<file path="src/rtl/adder_pipe_pkg.sv">
// -----------------------------------------------------------------------------
// adder_pipe_pkg
//   Shared types and helpers for the pipelined N-bit adder.
//   - calc_cw          : chunk width carried by each pipeline stage
//   - flags_t          : result flag bundle (cout, overflow, zero)
//   - max_pos/max_neg  : saturation limits for a given width, returned
//                        right-aligned in a MAX_WIDTH vector
// -----------------------------------------------------------------------------
package adder_pipe_pkg;

  localparam int MAX_WIDTH = 64;

  function automatic int calc_cw(input int width, input int stages);
    return width / stages;
  endfunction

  typedef struct packed {
    logic cout;
    logic overflow;
    logic zero;
  } flags_t;

  // 0111..1 over 'width' bits
  function automatic logic [MAX_WIDTH-1:0] max_pos(input int width);
    logic [MAX_WIDTH-1:0] r;
    r = '0;
    for (int i = 0; i < MAX_WIDTH; i++) begin
      if (i < width - 1) r[i] = 1'b1;
    end
    return r;
  endfunction

  // 1000..0 over 'width' bits
  function automatic logic [MAX_WIDTH-1:0] max_neg(input int width);
    logic [MAX_WIDTH-1:0] r;
    r = '0;
    for (int i = 0; i < MAX_WIDTH; i++) begin
      if (i == width - 1) r[i] = 1'b1;
    end
    return r;
  endfunction

endpackage

</file>
<file path="src/rtl/adder_pipe_stage.sv">
// -----------------------------------------------------------------------------
// adder_pipe_stage
//   One slice of the pipelined adder: adds chunk IDX of a/be plus the carry
//   from the previous slice and registers it together with the forwarded
//   operands, the partial sum and the saturation request. The LAST slice also
//   derives the flags and applies saturation before registering.
//   Ports:
//     clk, rst        clock, synchronous active-low reset
//     up_valid/ready  handshake towards the previous slice (or producer)
//     a_in, be_in     full operand A and effective operand B
//     sum_in          partial sum (chunks below IDX already valid)
//     carry_in        carry into this chunk
//     sat_in          saturation request travelling with the beat
//     down_valid/ready handshake towards the next slice (or consumer)
//     a_out..sat_out  registered copies for the next slice
//     flags_out       registered flags (meaningful in the LAST slice only)
// -----------------------------------------------------------------------------
module adder_pipe_stage
  import adder_pipe_pkg::*;
#(
  parameter int WIDTH = 16,
  parameter int CW    = 4,
  parameter int IDX   = 0,
  parameter bit LAST  = 1'b0
) (
  input  logic             clk,
  input  logic             rst,
  input  logic             up_valid,
  output logic             up_ready,
  input  logic [WIDTH-1:0] a_in,
  input  logic [WIDTH-1:0] be_in,
  input  logic [WIDTH-1:0] sum_in,
  input  logic             carry_in,
  input  logic             sat_in,
  output logic             down_valid,
  input  logic             down_ready,
  output logic [WIDTH-1:0] a_out,
  output logic [WIDTH-1:0] be_out,
  output logic [WIDTH-1:0] sum_out,
  output logic             carry_out,
  output logic             sat_out,
  output flags_t           flags_out
);

  logic [CW:0]      chunk;
  logic [WIDTH-1:0] sum_next;
  flags_t           flags_next;
  logic             ovf;
  logic             load;

  // Loads when empty or when the current beat leaves this cycle, so bubbles
  // collapse and a full pipe still streams one beat per cycle.
  assign up_ready = !down_valid || down_ready;
  assign load     = up_valid && up_ready;

  // NOTE: every always_comb output gets a default first so no path leaves it
  // unassigned and no latch is inferred.
  always_comb begin
    chunk      = {1'b0, a_in[IDX*CW +: CW]} + {1'b0, be_in[IDX*CW +: CW]}
               + {{CW{1'b0}}, carry_in};
    sum_next   = sum_in;
    sum_next[IDX*CW +: CW] = chunk[CW-1:0];
    ovf        = 1'b0;
    flags_next = '0;
    if (LAST) begin
      ovf = (a_in[WIDTH-1] == be_in[WIDTH-1]) && (sum_next[WIDTH-1] != a_in[WIDTH-1]);
      // On overflow the true result has the sign of the operands.
      if (sat_in && ovf) begin
        sum_next = a_in[WIDTH-1] ? WIDTH'(max_neg(WIDTH)) : WIDTH'(max_pos(WIDTH));
      end
      flags_next = '{cout: chunk[CW], overflow: ovf, zero: (sum_next == '0)};
    end
  end

  // NOTE: sequential state uses non-blocking assignments only, so every slice
  // samples its neighbour's pre-edge value.
  always_ff @(posedge clk) begin
    if (!rst) begin
      // NOTE: datapath registers are reset too, because the last slice drives
      // sum/flags directly and they must read zero after reset.
      down_valid <= 1'b0;
      a_out      <= '0;
      be_out     <= '0;
      sum_out    <= '0;
      carry_out  <= 1'b0;
      sat_out    <= 1'b0;
      flags_out  <= '0;
    end else if (load) begin
      down_valid <= 1'b1;
      a_out      <= a_in;
      be_out     <= be_in;
      sum_out    <= sum_next;
      carry_out  <= chunk[CW];
      sat_out    <= sat_in;
      flags_out  <= flags_next;
    end else if (down_ready) begin
      down_valid <= 1'b0;
    end
  end

endmodule

</file>
<file path="src/rtl/adder_pipe_nbit.sv">
// -----------------------------------------------------------------------------
// adder_pipe_nbit
//   Pipelined WIDTH-bit adder/subtractor with valid/ready on both sides.
//   The carry chain is split into STAGES chunks of WIDTH/STAGES bits, one per
//   register slice; latency STAGES, throughput one beat per cycle.
//   WIDTH must be a multiple of STAGES.
//   Ports:
//     clk, rst             clock, synchronous active-low reset
//     in_valid/in_ready    operand handshake (in_ready low during reset)
//     a, b, cin, sub       operands; sub=1 computes a-b-cin (cin = borrow)
//     sat                  clamp on signed overflow (ADDER_PIPE_SATURATE_EN)
//     out_valid/out_ready  result handshake
//     sum, cout, overflow, zero  result and flags (cout=1 means no borrow)
//   Optional feature macro: ADDER_PIPE_SATURATE_EN adds the sat input.
// -----------------------------------------------------------------------------
module adder_pipe_nbit
  import adder_pipe_pkg::*;
#(
  parameter int WIDTH  = 16,
  parameter int STAGES = 4
) (
  input  logic             clk,
  input  logic             rst,
  input  logic             in_valid,
  output logic             in_ready,
  input  logic [WIDTH-1:0] a,
  input  logic [WIDTH-1:0] b,
  input  logic             cin,
  input  logic             sub,
`ifdef ADDER_PIPE_SATURATE_EN
  input  logic             sat,
`endif
  output logic             out_valid,
  input  logic             out_ready,
  output logic [WIDTH-1:0] sum,
  output logic             cout,
  output logic             overflow,
  output logic             zero
);

  localparam int CW = calc_cw(WIDTH, STAGES);

  // Index k is the input of slice k; index STAGES is the pipe output.
  logic             v     [STAGES+1];
  logic             r     [STAGES+1];
  logic [WIDTH-1:0] a_p   [STAGES+1];
  logic [WIDTH-1:0] be_p  [STAGES+1];
  logic [WIDTH-1:0] s_p   [STAGES+1];
  logic             c_p   [STAGES+1];
  logic             sat_p [STAGES+1];
  flags_t           f_p   [STAGES+1];

  // Subtraction as a + ~b + ~borrow.
  assign v[0]    = in_valid;
  assign a_p[0]  = a;
  assign be_p[0] = sub ? ~b : b;
  assign s_p[0]  = '0;
  assign c_p[0]  = sub ? ~cin : cin;
  assign f_p[0]  = '0;
`ifdef ADDER_PIPE_SATURATE_EN
  assign sat_p[0] = sat;
`else
  assign sat_p[0] = 1'b0;
`endif

  assign r[STAGES] = out_ready;
  assign in_ready  = rst && r[0];

  for (genvar k = 0; k < STAGES; k++) begin : g_stage
    adder_pipe_stage #(
      .WIDTH (WIDTH),
      .CW    (CW),
      .IDX   (k),
      .LAST  (k == STAGES - 1)
    ) u_stage (
      .clk        (clk),
      .rst        (rst),
      .up_valid   (v[k]),
      .up_ready   (r[k]),
      .a_in       (a_p[k]),
      .be_in      (be_p[k]),
      .sum_in     (s_p[k]),
      .carry_in   (c_p[k]),
      .sat_in     (sat_p[k]),
      .down_valid (v[k+1]),
      .down_ready (r[k+1]),
      .a_out      (a_p[k+1]),
      .be_out     (be_p[k+1]),
      .sum_out    (s_p[k+1]),
      .carry_out  (c_p[k+1]),
      .sat_out    (sat_p[k+1]),
      .flags_out  (f_p[k+1])
    );
  end

  assign out_valid = v[STAGES];
  assign sum       = s_p[STAGES];
  assign cout      = f_p[STAGES].cout;
  assign overflow  = f_p[STAGES].overflow;
  assign zero      = f_p[STAGES].zero;

endmodule

</file>
<file path="config.mk">
export PLATFORM = sky130hd
export DESIGN_NAME = adder_pipe_nbit
export DESIGN_NICKNAME = d
export VERILOG_FILES = /design/src/rtl/adder_pipe_pkg.sv /design/src/rtl/adder_pipe_stage.sv /design/src/rtl/adder_pipe_nbit.sv
export SDC_FILE = /design/constraint.sdc
export NUM_CORES = 1
export LEC_CHECK = 0
export ABC_AREA = 0
export CORE_MARGIN = 3
export CORE_UTILIZATION = 25
export DETAILED_ROUTE_END_ITERATION = 12
export HOLD_SLACK_MARGIN = 0.02
export PLACE_DENSITY = 0.45
export SLEW_MARGIN = 20
export SYNTH_ARGS = -nofsm -noshare
export SYNTH_HDL_FRONTEND = slang
export SYNTH_SLANG_ARGS = --single-unit
export TNS_END_PERCENT = 10
</file>
<file path="constraint.sdc">
create_clock -name clk -period 6.51 [get_ports clk]
set_input_delay 1.302 -clock clk [delete_from_list [all_inputs] [get_ports clk]]
set_output_delay 1.302 -clock clk [all_outputs]
set_load 0.03 [all_outputs]
</file>
==> metrics.txt <==
first-pass GRT wire length=15,700 µm; ranking of synthesized cells by area=dfxtp_1, nand2_1, a21oi_1; io pins=59; pwr/cell area=257 nW/µm²; initial antenna violation count=0; Starting Density=25.9%; Port Buffers=58; Synth Flop Type=dfxtp_1; vias in the first global route=~3,000; post-DR wirelength/cell=roughly 12 µm; Post-CTS Resized=0; GRT Overall Usage=10.8%; largest net degree at the start of global routing=between 90 and 100; gr ovfl total=0; Critical Path End Type=output port; area delta synth->final=25.2%; clock latency on the worst-skew pair=0.35 ns; hpwl dp=6440 µm; clock buffer depth=2; outcome=finished, final reports clean; synth cell count leaders=nand2_1, dfxtp_1, a21oi_1; final setup skew=~0.0079 ns; biggest area consumer among synthesized cells=dfxtp_1; post-synth cell types=38; Die ar.=18,400 µm²; Tmin final=4.39 ns; most numerous cell in the Yosys netlist=nand2_1; Setup TNS=0 ns; TritonCTS buffer count=9; CP startpoint kind=input pin; arrival time worst endpoint=3.08 ns; final period utilization=67.4%; Root Driver=clkbuf_16; final slew viol count=0; post-synth top area share=46.8%; Synth Instances=485; Routed Antenna Nets=0; DRT Wirelength=9290 µm; Tightest Pin Transition=1.05 ns; via count=3,205; Synth Register Bits=98; critical path required time=5.21 ns; Max Freq=~230 MHz; Max VDD drop=0.128 mV; Cell Area, Synth=4200 µm²; n_diodes=0; H-tree depth=3; Die Y=136 µm; final hold vios=0; layout cells sized above 1=6.58%; Die Wd=136 µm; global placer's final weighted congestion=0.770; sequential share of the synthesized area=46.8%; first-pass iteration count of the detailed router=4; LEAKAGE=1.89 nW; Std-Cell Rows=46; Crit Path Max Fanout=14; Final Power=1.35 mW; Synth async-reset ratio=0%; Via density=4.28; EDFF count, synth=0; CTS tree=built; core area=16,200 µm²; Max-cap violations=0; Hold/Removal Path Class=reg -> reg; Setup violations, final=0; Crit Path Class=in -> out; Net Count, Synth=approximately 540; Syn Area/Cell=8.65 µm²; fin nets=585; Post-route DRC=0; Clock Sinks=98; Slew headroom=30.3%; Clock transition at path regs=0.06 ns; RSZ-0062 raised after global routing=no; Ys Warns=0; Hold-fix buffers, CTS=0; 1st-iter DRT viols=126; post-CTS setup buffers=0
## through the flow
step	utilization, %	area [µm²]	hold WS [ns]	std cells	worst slack (ns)
4_1_cts	32.3	5220	0.456	747	2.08
2_1_floorplan	-	4200	0.431	485	3.06
3_3_place_gp	30.3	4900	0.446	731	2.08
3_5_place_dp	30.3	4900	0.445	731	2.08
6_report	32.5	5250	0.452	748	2.12
5_1_grt	32.5	5250	0.472	748	2.00
## final cells by class
type	instances	area [µm²]
well taps	216	270
fillers	1710	10900
inverters	15	56.3
clock buffers	10	239
clock inverters	6	87.6
multi-input cells	341	2010
repair buffers	62	631
flip-flops and latches	98	1960
## routing by layer
metal	GRT usage (%)	vias up	wire length (µm)
met3	3.57	9	420
li1	-	1702	-
met5	0	-	0
met2	16.0	56	4000
met4	2.52	0	92
met1	15.1	1438	4780
## cell usage in the layout, fill, tap and decap left out, drive strengths merged, types with 4 or more instances in the layout
| cell type | n |
|---|---|
| a211oi | 19 |
| a21o | 5 |
| a21oi | 79 |
| buf | 4 |
| clkbuf | 10 |
| clkdlybuf4s50 | 58 |
| dfxtp | 98 |
| fa | 8 |
| ha | 12 |
| inv | 17 |
| nand2 | 137 |
| nand3 | 5 |
| nor2 | 22 |
| nor4 | 4 |
| o21ai | 6 |
| xnor2 | 17 |
| xor2 | 7 |
## cells by family (layout without fill, tap and decap cells)
| group | Yosys count | count (layout) | synth area share [%] |
|---|---|---|---|
| adder cells (fa/ha/maj) | 20 | 20 | 7.40 |
| XOR/XNOR | 24 | 24 | 5.01 |
| AND/OR/NAND/NOR | 178 | 178 | 17.2 |
| flip-flops | 98 | 98 | 46.8 |
| buffers and inverters | 46 | 93 | 5.61 |
| AO/OA/AOI/OAI | 119 | 119 | 18.0 |
## report_power, final
group | internal, mW | total, mW | leakage, nW | switching [mW]
logic | 0.0628 | 0.135 | 0.930 | 0.0721
clock network | 0.349 | 0.579 | 0.163 | 0.231
registers | 0.622 | 0.636 | 0.799 | 0.0138
## worst max-delay path: stages
cell and delay (ns):
clkdlybuf4s50_1 0.85, inv_2 0.06, a21oi_1 0.15, clkdlybuf4s50_1 0.70
## flip-flops by register name (all words and copies together) (netlist names)
| register | count |
|---|---|
| g_stage.u_stage.sum_out | 40 |
| g_stage.u_stage.flags_out | 3 |
| g_stage.u_stage.be_out | 24 |
| g_stage.u_stage.a_out | 24 |
| g_stage.u_stage.carry_out | 3 |
| g_stage.u_stage.down_valid | 4 |
## path summary, 6_finish.rpt
path                                                        end                      startpoint  slack, ns  depth (start not counted)
worst min register to register   g_stage[3].u_stage.sum_out[10]  g_stage[3].u_stage.sum_out[10]       0.45                          2
worst max-delay path                                   in_ready                             rst       2.12                          4
worst min-delay path             g_stage[3].u_stage.sum_out[10]  g_stage[3].u_stage.sum_out[10]       0.45                          2
worst max register to register  g_stage[3].u_stage.flags_out[0]    g_stage[2].u_stage.a_out[12]       4.53                          6
Note: power is estimated with default switching activity, not from simulation.
